## src/rtl/canvas_write_arbiter.sv

```systemverilog
// canvas_write_arbiter: framebuffer write port shared by a clear sweep,
// a pen requester and an overlay requester (round-robin between the two).
module canvas_write_arbiter #(
  parameter int unsigned SCREEN_WIDTH  = 320,
  parameter int unsigned SCREEN_HEIGHT = 240,
  parameter logic [8:0]  CLEAR_COLOR   = 9'b111_111_111
) (
  input  logic       CLOCK_50,
  input  logic       reset,
  input  logic       clear_req,
  input  logic       pen_req,
  input  logic [8:0] pen_x,
  input  logic [7:0] pen_y,
  input  logic [8:0] pen_color,
  output logic       pen_ack,
  input  logic       ovl_req,
  input  logic [8:0] ovl_x,
  input  logic [7:0] ovl_y,
  input  logic [8:0] ovl_color,
  output logic       ovl_ack,
  output logic [8:0] vga_x,
  output logic [7:0] vga_y,
  output logic [8:0] vga_color,
  output logic       vga_write,
  output logic       clearing,
  output logic [7:0] drop_count
);

  typedef enum logic {
    S_CLEAR = 1'b0,
    S_ARB   = 1'b1
  } state_t;

  localparam logic [8:0] LAST_X = 9'(SCREEN_WIDTH - 1);
  localparam logic [7:0] LAST_Y = 8'(SCREEN_HEIGHT - 1);
  localparam logic [9:0] X_LIM  = 10'(SCREEN_WIDTH);
  localparam logic [8:0] Y_LIM  = 9'(SCREEN_HEIGHT);

  state_t     r_state;
  logic [8:0] r_cx;
  logic [7:0] r_cy;
  logic [8:0] r_vga_x;
  logic [7:0] r_vga_y;
  logic [8:0] r_vga_color;
  logic       r_vga_write;
  logic       r_pen_ack;
  logic       r_ovl_ack;
  logic [7:0] r_drop;
  logic       r_last_ovl;

  state_t     w_state_nxt;
  logic [8:0] w_cx_nxt;
  logic [7:0] w_cy_nxt;
  logic [8:0] w_x_nxt;
  logic [7:0] w_y_nxt;
  logic [8:0] w_c_nxt;
  logic       w_wr_nxt;
  logic       w_pack_nxt;
  logic       w_oack_nxt;
  logic [7:0] w_drop_nxt;
  logic       w_last_ovl_nxt;

  logic       w_pen_ok;
  logic       w_ovl_ok;
  logic       w_gnt_pen;
  logic       w_gnt_ovl;
  logic [8:0] w_sel_x;
  logic [7:0] w_sel_y;
  logic [8:0] w_sel_c;
  logic       w_oob;

  // A requester that is being acked this cycle sits out one arbitration.
  assign w_pen_ok  = pen_req && !r_pen_ack;
  assign w_ovl_ok  = ovl_req && !r_ovl_ack;
  assign w_gnt_pen = w_pen_ok && (!w_ovl_ok || r_last_ovl);
  assign w_gnt_ovl = w_ovl_ok && !w_gnt_pen;

  assign w_sel_x = w_gnt_pen ? pen_x : ovl_x;
  assign w_sel_y = w_gnt_pen ? pen_y : ovl_y;
  assign w_sel_c = w_gnt_pen ? pen_color : ovl_color;
  assign w_oob   = ({1'b0, w_sel_x} >= X_LIM) ||
                   ({1'b0, w_sel_y} >= Y_LIM);

  // Next state and registered outputs; clear_req overrides everything.
  always_comb begin
    w_state_nxt    = r_state;
    w_cx_nxt       = r_cx;
    w_cy_nxt       = r_cy;
    w_x_nxt        = r_vga_x;
    w_y_nxt        = r_vga_y;
    w_c_nxt        = r_vga_color;
    w_wr_nxt       = 1'b0;
    w_pack_nxt     = 1'b0;
    w_oack_nxt     = 1'b0;
    w_drop_nxt     = r_drop;
    w_last_ovl_nxt = r_last_ovl;
    if (clear_req) begin
      w_state_nxt = S_CLEAR;
      w_cx_nxt    = 9'd0;
      w_cy_nxt    = 8'd0;
    end else begin
      unique case (r_state)
        S_CLEAR: begin
          w_x_nxt  = r_cx;
          w_y_nxt  = r_cy;
          w_c_nxt  = CLEAR_COLOR;
          w_wr_nxt = 1'b1;
          if (r_cx == LAST_X) begin
            w_cx_nxt = 9'd0;
            if (r_cy == LAST_Y) begin
              w_cy_nxt    = 8'd0;
              w_state_nxt = S_ARB;
            end else begin
              w_cy_nxt = r_cy + 8'd1;
            end
          end else begin
            w_cx_nxt = r_cx + 9'd1;
          end
        end
        S_ARB: begin
          if (w_gnt_pen || w_gnt_ovl) begin
            w_x_nxt        = w_sel_x;
            w_y_nxt        = w_sel_y;
            w_c_nxt        = w_sel_c;
            w_pack_nxt     = w_gnt_pen;
            w_oack_nxt     = w_gnt_ovl;
            w_last_ovl_nxt = w_gnt_ovl;
            if (w_oob) begin
              if (r_drop != 8'hFF) begin
                w_drop_nxt = r_drop + 8'd1;
              end
            end else begin
              w_wr_nxt = 1'b1;
            end
          end
        end
        default: begin
          w_state_nxt = S_CLEAR;
        end
      endcase
    end
  end

  // State and output registers with synchronous reset.
  always_ff @(posedge CLOCK_50) begin
    if (reset) begin
      r_state     <= S_CLEAR;
      r_cx        <= 9'd0;
      r_cy        <= 8'd0;
      r_vga_x     <= 9'd0;
      r_vga_y     <= 8'd0;
      r_vga_color <= CLEAR_COLOR;
      r_vga_write <= 1'b0;
      r_pen_ack   <= 1'b0;
      r_ovl_ack   <= 1'b0;
      r_drop      <= 8'd0;
      r_last_ovl  <= 1'b1;
    end else begin
      r_state     <= w_state_nxt;
      r_cx        <= w_cx_nxt;
      r_cy        <= w_cy_nxt;
      r_vga_x     <= w_x_nxt;
      r_vga_y     <= w_y_nxt;
      r_vga_color <= w_c_nxt;
      r_vga_write <= w_wr_nxt;
      r_pen_ack   <= w_pack_nxt;
      r_ovl_ack   <= w_oack_nxt;
      r_drop      <= w_drop_nxt;
      r_last_ovl  <= w_last_ovl_nxt;
    end
  end

  assign vga_x      = r_vga_x;
  assign vga_y      = r_vga_y;
  assign vga_color  = r_vga_color;
  assign vga_write  = r_vga_write;
  assign pen_ack    = r_pen_ack;
  assign ovl_ack    = r_ovl_ack;
  assign clearing   = (r_state == S_CLEAR);
  assign drop_count = r_drop;

endmodule
```

## config.mk

```make
export PLATFORM = sky130hd
export DESIGN_NAME = canvas_write_arbiter
export DESIGN_NICKNAME = d
export VERILOG_FILES = /design/src/rtl/canvas_write_arbiter.sv
export SDC_FILE = /design/constraint.sdc
export NUM_CORES = 1
export LEC_CHECK = 0
export CORE_UTILIZATION = 60
export CTS_CLUSTER_SIZE = 16
export DETAILED_ROUTE_END_ITERATION = 6
export DONT_BUFFER_PORTS = 1
export GPL_ROUTABILITY_DRIVEN = 0
export HOLD_SLACK_MARGIN = 0.15
export PLACE_DENSITY_LB_ADDON = 0.1
export SLEW_MARGIN = 15
export SYNTH_ARGS = -nofsm -noshare
export SYNTH_HDL_FRONTEND = slang
export SYNTH_SLANG_ARGS = --single-unit
```

## constraint.sdc

```tcl
create_clock -name CLOCK_50 -period 4 [get_ports CLOCK_50]
set_clock_uncertainty 0.1 [all_clocks]
set_input_delay 0.6 -clock CLOCK_50 [delete_from_list [all_inputs] [get_ports CLOCK_50]]
set_output_delay 0.6 -clock CLOCK_50 [all_outputs]
set_load 0.03 [all_outputs]
```

==> results of run 1 <==
==> routing by layer <==
layer	track usage	routed length [µm]	vias up
met3	0.0702	309	9
met4	0.0726	87	0
met1	0.317	2550	945
met5	0	0	-
li1	-	-	1038
met2	0.368	2530	57
==> Yosys cell counts (2+ instances only) <==
cell type / number / share of area
sky130_fd_sc_hd__a21oi_1: 25 / 0.046
sky130_fd_sc_hd__a22o_1: 17 / 0.055
sky130_fd_sc_hd__and3_1: 4 / 0.0092
sky130_fd_sc_hd__buf_2: 5 / 0.0092
sky130_fd_sc_hd__buf_4: 3 / 0.0083
sky130_fd_sc_hd__clkbuf_1: 6 / 0.0083
sky130_fd_sc_hd__dfxtp_1: 56 / 0.41
sky130_fd_sc_hd__ha_1: 3 / 0.014
sky130_fd_sc_hd__inv_1: 3 / 0.0042
sky130_fd_sc_hd__mux2_2: 9 / 0.037
sky130_fd_sc_hd__mux2i_1: 20 / 0.074
sky130_fd_sc_hd__nand2_1: 11 / 0.015
sky130_fd_sc_hd__nand2b_1: 9 / 0.021
sky130_fd_sc_hd__nand2b_4: 2 / 0.010
sky130_fd_sc_hd__nand3_1: 9 / 0.017
sky130_fd_sc_hd__nand4_1: 7 / 0.016
sky130_fd_sc_hd__nor2_1: 39 / 0.054
sky130_fd_sc_hd__nor2b_1: 5 / 0.012
sky130_fd_sc_hd__nor3_2: 2 / 0.0074
sky130_fd_sc_hd__o21ai_0: 6 / 0.011
sky130_fd_sc_hd__o22ai_1: 9 / 0.021
sky130_fd_sc_hd__o31ai_1: 2 / 0.0055
sky130_fd_sc_hd__or2_2: 3 / 0.0069
sky130_fd_sc_hd__or3_1: 5 / 0.012
sky130_fd_sc_hd__or4_1: 2 / 0.0055
sky130_fd_sc_hd__xnor2_1: 7 / 0.023
sky130_fd_sc_hd__xor2_1: 8 / 0.026
==> layout make-up <==
class                      count  area, µm²  share of cell area
multi-input combinational    217       1490               0.528
inverter                       3       11.3             0.00399
clock inverter                 3       42.5              0.0151
timing repair buffer           3       22.5             0.00799
tap                           52       65.1              0.0231
clock buffer                   5       68.8              0.0244
sequential                    56       1120               0.398
==> report_power, final <==
group | total (W) | leakage, nW | internal [W] | switching [W]
Clock | 0.000373 | 0.0541 | 0.000186 | 0.000187
Sequential | 0.000564 | 0.452 | 0.000559 | 0.00000429
Combinational | 0.0000569 | 0.507 | 0.0000257 | 0.0000312
Total | 0.000993 | 1.01 | 0.000770 | 0.000222
==> placed cells by master, fill, tap and decap left out, types with 3 or more instances in the layout <==
cell                       count
sky130_fd_sc_hd__nor2b_1       5
sky130_fd_sc_hd__xnor2_1       7
sky130_fd_sc_hd__and3_1        4
sky130_fd_sc_hd__ha_1          3
sky130_fd_sc_hd__or2_2         3
sky130_fd_sc_hd__xor2_1        8
sky130_fd_sc_hd__mux2_2        9
sky130_fd_sc_hd__buf_4         3
sky130_fd_sc_hd__nand2_1      11
sky130_fd_sc_hd__o22ai_1       9
sky130_fd_sc_hd__nand4_1       7
sky130_fd_sc_hd__nand3_1       9
sky130_fd_sc_hd__clkbuf_8      5
sky130_fd_sc_hd__inv_1         3
sky130_fd_sc_hd__nor2_1       39
sky130_fd_sc_hd__a21oi_1      25
sky130_fd_sc_hd__nand2b_1      9
sky130_fd_sc_hd__mux2i_1      20
sky130_fd_sc_hd__or3_1         5
sky130_fd_sc_hd__a22o_1       17
sky130_fd_sc_hd__o21ai_0       6
sky130_fd_sc_hd__dfxtp_1      56
==> metrics by stage <==
stage / setup WS, ns / hold WS [ns] / cell area, µm² / cells
6_report: 1.64 / 0.242 / 2820 / 339
3_3_place_gp: 1.69 / 0.399 / 2710 / 331
5_1_grt: 1.50 / 0.229 / 2820 / 339
2_1_floorplan: 2.12 / 0.375 / 2710 / 292
3_5_place_dp: 1.64 / 0.419 / 2710 / 331
4_1_cts: 1.64 / 0.240 / 2820 / 339
==> registers in the layout, summed over array words and instances (netlist names) <==
| register | count |
|---|---|
| drop_count | 8 |
| ovl_ack | 1 |
| vga_write | 1 |
| vga_x | 9 |
| r_cx | 9 |
| r_state | 1 |
| r_cy | 8 |
| r_last_ovl | 1 |
| vga_y | 8 |
| vga_color | 9 |
| pen_ack | 1 |
==> cell families after synthesis <==
| family | count (synthesis) | synth area share |
|---|---|---|
| fa+ha+maj | 3 | 0.0139 |
| compound gates | 67 | 0.178 |
| simple gates | 103 | 0.199 |
| flops | 56 | 0.414 |
| xor+xnor | 15 | 0.0485 |
| mux | 29 | 0.111 |
| buf+inv | 19 | 0.0356 |
==> worst min path at each step <==
| stage | from | to | cells past startpoint |
|---|---|---|---|
| final | reset | drop_count[3]$_SDFFE_PP0P_ | 1 |
| after global routing | reset | drop_count[3]$_SDFFE_PP0P_ | 1 |
| after floorplan | r_cx[0]$_SDFFE_PP0N_ | r_cx[0]$_SDFFE_PP0N_ | 2 |
| after CTS | reset | drop_count[5]$_SDFFE_PP0P_ | 1 |
| after detailed placement | r_cx[0]$_SDFFE_PP0N_ | r_cx[0]$_SDFFE_PP0N_ | 2 |
| after global placement | r_cx[0]$_SDFFE_PP0N_ | r_cx[0]$_SDFFE_PP0N_ | 2 |
==> critical path, cell delays in order (launching register included) <==
cell,delay [ns]
sky130_fd_sc_hd__dfxtp_1,0.53
sky130_fd_sc_hd__nand2b_4,0.24
sky130_fd_sc_hd__o21a_4,0.45
sky130_fd_sc_hd__o2111ai_4,0.29
sky130_fd_sc_hd__or4_1,0.53
sky130_fd_sc_hd__a21oi_1,0.15
==> summary.log, run 1 <==
INFO  sta            fmax=424MHz
INFO  floorplanning  io-pin-count=95
INFO  worst_setup_path flop2flop_setup_slack=1.64ns
INFO  yosys          synth_sequential_area_ratio=0.414
INFO  detailed_routing drt_iter0_markers=87
INFO  clocking       clock-sinks=56
INFO  detailed_routing remaining_drc_errors=0
INFO  yosys          post_synth_instance_area=2710µm²
INFO  clocking       clock_tree.htree_level_count=2
INFO  sta            hold_violations=0
INFO  sta            setup_violations=0
INFO  worst_setup_path regToRegStartpoint=ovl_ack$_SDFF_PP0_
INFO  worst_setup_path timing.critical_path.arrival=2.51ns
INFO  detailed_routing final_antenna_net_count=0
INFO  clocking       post_cts_resize_count=0
INFO  worst_setup_path end_kind=register
INFO  run_status     status=complete, no violations
INFO  pwr            irDropWorstVdd=0.000216V
INFO  clocking       tritoncts=yes
INFO  sta            max_slew_margin=0.674
INFO  detailed_routing avgRoutedWirePerCell=16.2µm
INFO  grt            pin_count_of_the_biggest_net_entering_global_routing=41
INFO  cells_and_area finish.net_count=346
INFO  yosys          synth_top_flop_cell=sky130_fd_sc_hd__dfxtp_1
INFO  worst_setup_path worstReg2RegEnd=drop_count[7]$_SDFFE_PP0P_
INFO  worst_setup_path launch_point_of_the_critical_path=ovl_ack$_SDFF_PP0_
INFO  sta            slew_violations=0
INFO  worst_setup_path timing_worst_setup_path_type=register to register
INFO  grt            first_global_vias=1,985
INFO  yosys          synth_enable_flop_cells=0
INFO  yosys          postSynthAreaPerCell=9.27µm²
INFO  yosys          synth-seq-cells=56
INFO  clocking       post-cts-setup-buffers=0
INFO  yosys          synth.distinct_cells=42
INFO  sta            post-route-period-util=0.589
INFO  pwr            power_density=352nW/µm²
INFO  worst_setup_path crit_end=drop_count[7]$_SDFFE_PP0P_
INFO  pwr            pnr_total_power=0.000993W
INFO  yosys          yosysWarningCount=0
INFO  detailed_routing vias=2,049
INFO  detailed_routing drt-pass1-iter-count=4
INFO  floorplanning  floorplan.initialDensity=0.622
INFO  yosys          synth-async-reset-ratio=0
INFO  sta            tightestPinTransition=0.489ns
INFO  clocking       clkLatencyLatePin=0.31ns
INFO  detailed_routing drt-vias-per-instance=6.04
INFO  cells_and_area postLayoutCoreUtil=0.648
INFO  yosys          synthCells=292
INFO  sta            setup_tns=0ns
INFO  yosys          syn_nets=352
INFO  worst_setup_path worstPathMaxFanout=30
INFO  worst_setup_path reg2regPathDepth=5
INFO  floorplanning  core-area=4350µm²
INFO  worst_setup_path worst_ep_required_time=4.15ns
INFO  clocking       cts_buffers=5
INFO  grt            first_pass_grt_wire_length=9200µm
INFO  floorplanning  chipWidth=69.2µm
INFO  cells_and_area flow.area_growth_from_synthesis=4.21%
INFO  grt            overflow_after_grt=0
INFO  job            max_cap_violations=0
INFO  sta            final.min_clock_period=2.36ns
INFO  clocking       clk_path_buf_depth=2
INFO  grt            antenna_found_initial=0
INFO  clocking       hold_buffers=0
INFO  floorplanning  die_area=4780µm²
INFO  hold_path      worst_hold_path_type=input pin to register
INFO  floorplanning  dieHeight=69.2µm
INFO  clocking       root_buffer_cell=sky130_fd_sc_hd__clkbuf_8
INFO  cells_and_area antenna-diode-count=0
INFO  grt            grtUsageTotal=0.237
INFO  place          portBuffers=0
INFO  cells_and_area final_layout_size_suffix_gt1_frac=0.108
INFO  sta            grt_setup_unrepaired=false
INFO  floorplanning  rows=24
INFO  cells_and_area n_fill_cell=391
INFO  place          hpwl=3960µm
INFO  clocking       clk_pin_slew=0.10ns
INFO  pwr            p_leak=1.01nW
INFO  detailed_routing detail_route.wirelength=5480µm
INFO  worst_setup_path worstSetupStartpointType=register
(Power assumes the default switching activity.)
==> run 2, diff against run 1 <==
--- a/config.mk
+++ b/config.mk
@@ -5,7 +5,7 @@
 export SDC_FILE = /design/constraint.sdc
 export NUM_CORES = 1
 export LEC_CHECK = 0
-export CORE_UTILIZATION = 60
+export CORE_UTILIZATION = 56
 export CTS_CLUSTER_SIZE = 16
 export DETAILED_ROUTE_END_ITERATION = 6
 export DONT_BUFFER_PORTS = 1
==> constraint.sdc (replaced) <==
create_clock -name CLOCK_50 -period 2.05 [get_ports CLOCK_50]
set_clock_uncertainty 0.1 [all_clocks]
set_input_delay 0.3075 -clock CLOCK_50 [delete_from_list [all_inputs] [get_ports CLOCK_50]]
set_output_delay 0.3075 -clock CLOCK_50 [all_outputs]
set_load 0.03 [all_outputs]
==> run 2 against run 1 <==
Critical path depth decreased by 1. Global-route usage up 1.1 points. Power grew 96%. Count of clock-buffer cells in the layout rose by 1. Combinational power up 140%. Highest routed layer unchanged. Sequential power rose by 95%. Core utilization increased by 3.0 points. Non-clock buffer count up 26. Cell count is 7.7% higher. Sequential cell count stayed put. Sequential share of layout area fell by 2.9 points.
==> summary.log, run 2 (synthesis results as in run 1) <==
INFO  pwr            p_leak=1.14nW [was 1.01 nW]
INFO  grt            overflow_after_grt=0 [unchanged]
INFO  sta            slew_violations=0 [unchanged]
INFO  cells_and_area layout_common_cells=sky130_fd_sc_hd__dfxtp_1, sky130_fd_sc_hd__nor2_1, sky130_fd_sc_hd__a21oi_1, sky130_fd_sc_hd__mux2i_1, sky130_fd_sc_hd__buf_4 [was sky130_fd_sc_hd__dfxtp_1, sky130_fd_sc_hd__nor2_1, sky130_fd_sc_hd__a21oi_1, sky130_fd_sc_hd__mux2i_1, sky130_fd_sc_hd__a22o_1]
INFO  sta            setup_tns=0ns [unchanged]
INFO  floorplanning  chipWidth=71.5µm [was 69.2 µm]
INFO  pwr            irDropWorstVdd=0.000358V [was 0.000216 V]
INFO  detailed_routing remaining_drc_errors=0 [unchanged]
INFO  detailed_routing vias=2,163 [was 2,049]
INFO  clocking       cts_buffers=5 [unchanged]
INFO  hold_path      worst_hold_path_type=input pin to register [unchanged]
INFO  floorplanning  dieHeight=71.5µm [was 69.2 µm]
INFO  worst_setup_path timing_worst_setup_path_type=register to register [unchanged]
INFO  sta            fmax=525MHz [was 424 MHz]
INFO  cells_and_area final_layout_size_suffix_gt1_frac=0.163 [was 0.108]
INFO  clocking       clk_pin_slew=0.10ns [about the same]
INFO  worst_setup_path cpPeakStageDelay=0.84ns [was 0.53 ns]
INFO  detailed_routing drt-pass1-iter-count=5 [was 4]
INFO  floorplanning  core-area=4500µm² [was 4350 µm²]
INFO  cells_and_area area_occupied_by_multi_input_gates=1500µm² [was 1490 µm²]
INFO  clocking       clock-sinks=56 [unchanged]
INFO  floorplanning  die_area=5120µm² [was 4780 µm²]
INFO  sta            max_slew_margin=0.281 [was 0.674]
INFO  sta            tightestPinTransition=1.08ns [was 0.489 ns]
INFO  worst_setup_path timing.critical_path.arrival=2.06ns [was 2.51 ns]
INFO  floorplanning  io-pin-count=95 [unchanged]
INFO  sta            post-route-period-util=0.929 [was 0.589]
INFO  sta            setup_ws=0.145ns [was 1.64 ns]
INFO  cells_and_area ff_latch_area=1120µm² [about the same]
INFO  sta            setup_violations=0 [unchanged]
INFO  detailed_routing final_antenna_net_count=0 [unchanged]
INFO  floorplanning  floorplan.initialDensity=0.601 [was 0.622]
INFO  floorplanning  rows=24 [unchanged]
INFO  run_status     status=complete, no violations [unchanged]
INFO  pwr            power_density=637nW/µm² [was 352 nW/µm²]
INFO  worst_setup_path critPathBufInv=0 [unchanged]
INFO  place          portBuffers=0 [unchanged]
INFO  grt            first_pass_grt_wire_length=9900µm [was 9200 µm]
INFO  worst_setup_path worstPathMaxFanout=17 [was 30]
INFO  worst_setup_path flop2flop_setup_slack=0.15ns [was 1.64 ns]
INFO  clocking       tritoncts=yes [unchanged]
INFO  cells_and_area n_fill_cell=360 [was 391]
INFO  place          pre_cts_ws=0.145ns [was 1.64 ns]
INFO  sta            final.min_clock_period=1.90ns [was 2.36 ns]
INFO  clocking       root_buffer_cell=sky130_fd_sc_hd__clkbuf_8 [unchanged]
INFO  clocking       clkLatencyLatePin=0.31ns [about the same]
INFO  job            max_cap_violations=0 [unchanged]
INFO  cells_and_area mostFrequentLayoutCell=sky130_fd_sc_hd__dfxtp_1 [unchanged]
INFO  sta            hold_violations=0 [unchanged]
INFO  worst_setup_path end_kind=register [unchanged]
INFO  clocking       clock_tree.htree_level_count=2 [unchanged]
INFO  clocking       post-cts-setup-buffers=0 [unchanged]
INFO  detailed_routing detail_route.wirelength=6040µm [was 5480 µm]
INFO  cells_and_area finish.net_count=372 [was 346]
INFO  worst_setup_path timing.critical_path.cells=nand2b_4, a31oi_4, nor2_1, a22o_1 [was nand2b_4, o21a_4, o2111ai_4, or4_1, a21oi_1]
INFO  detailed_routing drt-vias-per-instance=5.93 [was 6.04]
INFO  cells_and_area antenna-diode-count=0 [unchanged]
INFO  grt            pin_count_of_the_biggest_net_entering_global_routing=23 [was 41]
INFO  clocking       clk_path_buf_depth=2 [unchanged]
INFO  grt            first_global_vias=2,060 [was 1,985]
INFO  grt            antenna_found_initial=0 [unchanged]
INFO  worst_setup_path worst_ep_required_time=2.20ns [was 4.15 ns]
INFO  detailed_routing avgRoutedWirePerCell=16.5µm [was 16.2 µm]
INFO  detailed_routing drt_iter0_markers=110 [was 87]
INFO  grt            grtUsageTotal=0.248 [was 0.237]
INFO  place          hpwl=4380µm [was 3960 µm]
INFO  worst_setup_path crit_family=simple AND/OR/NAND/NOR gates [was compound AO/OA/AOI/OAI gates]
INFO  sta            grt_setup_unrepaired=false [unchanged]
INFO  worst_setup_path worstSetupStartpointType=register [unchanged]
INFO  cells_and_area flow.area_growth_from_synthesis=12.8% [was 4.21%]
INFO  worst_setup_path cp_slowest_cell=sky130_fd_sc_hd__nor2_1 [was sky130_fd_sc_hd__dfxtp_1]
run 2: what timing repair did:
| item | CTS | global route |
|---|---|---|
| hold buffers | 10 | 0 |
| gates resized for setup | 0 | 5 |
| setup endpoints to repair | 0 | 6 |
| endpoints found under the hold margin | 21 | 0 |
run 2: layout make-up:
class	instances	area share
Multi-Input combinational cell	217	0.492
Clock inverter	2	0.0115
Timing Repair Buffer	29	0.0795
Clock buffer	6	0.0238
Sequential cell	56	0.368
Inverter	3	0.00369
Tap cell	52	0.0213
run 2: metrics by stage:
| stage | total power (W) | hold WS (ns) | std cells | util | area, µm² |
|---|---|---|---|---|---|
| 2_1_floorplan | 0.00122 | 0.375 | 292 | - | 2710 |
| 3_3_place_gp | 0.00124 | 0.281 | 347 | 0.628 | 2830 |
| 3_5_place_dp | 0.00124 | 0.284 | 347 | 0.628 | 2830 |
| 4_1_cts | 0.00196 | 0.151 | 365 | 0.674 | 3040 |
| 5_1_grt | 0.00201 | 0.160 | 365 | 0.678 | 3050 |
| 6_report | 0.00195 | 0.151 | 365 | 0.678 | 3050 |
run 2: worst reg2reg max path: stages, from the launching register on:
cell and delay [ns]:
sky130_fd_sc_hd__dfxtp_1 0.34, sky130_fd_sc_hd__nand2b_4 0.17, sky130_fd_sc_hd__a31oi_4 0.13, sky130_fd_sc_hd__nor2_1 0.84, sky130_fd_sc_hd__a22o_1 0.28
run 2: final timing paths:
kind                                           start                        end  depth (start not counted)
worst max-delay path              ovl_ack$_SDFF_PP0_      vga_y[1]$_SDFFE_PP0P_                          4
worst min-delay path                    pen_color[0]  vga_color[0]$_SDFFE_PP1P_                          3
worst max register to register    ovl_ack$_SDFF_PP0_      vga_y[1]$_SDFFE_PP0P_                          4
worst min register to register  r_cx[0]$_SDFFE_PP0N_       r_cx[0]$_SDFFE_PP0N_                          2
run 2: per-layer routing:
| layer | global-route usage | routed length [µm] | vias to the layer above |
|---|---|---|---|
| li1 | - | - | 1083 |
| met1 | 0.341 | 2770 | 983 |
| met2 | 0.386 | 2700 | 90 |
| met3 | 0.0717 | 516 | 7 |
| met4 | 0.0610 | 51 | 0 |
| met5 | 0 | 0 | - |
run 2: where the power goes:
group / internal [W] / switching [W] / leakage [nW]
logic: 0.0000663 / 0.0000687 / 0.632
registers: 0.00109 / 0.00000813 / 0.453
clock network: 0.000363 / 0.000348 / 0.0552
total: 0.00152 / 0.000425 / 1.14
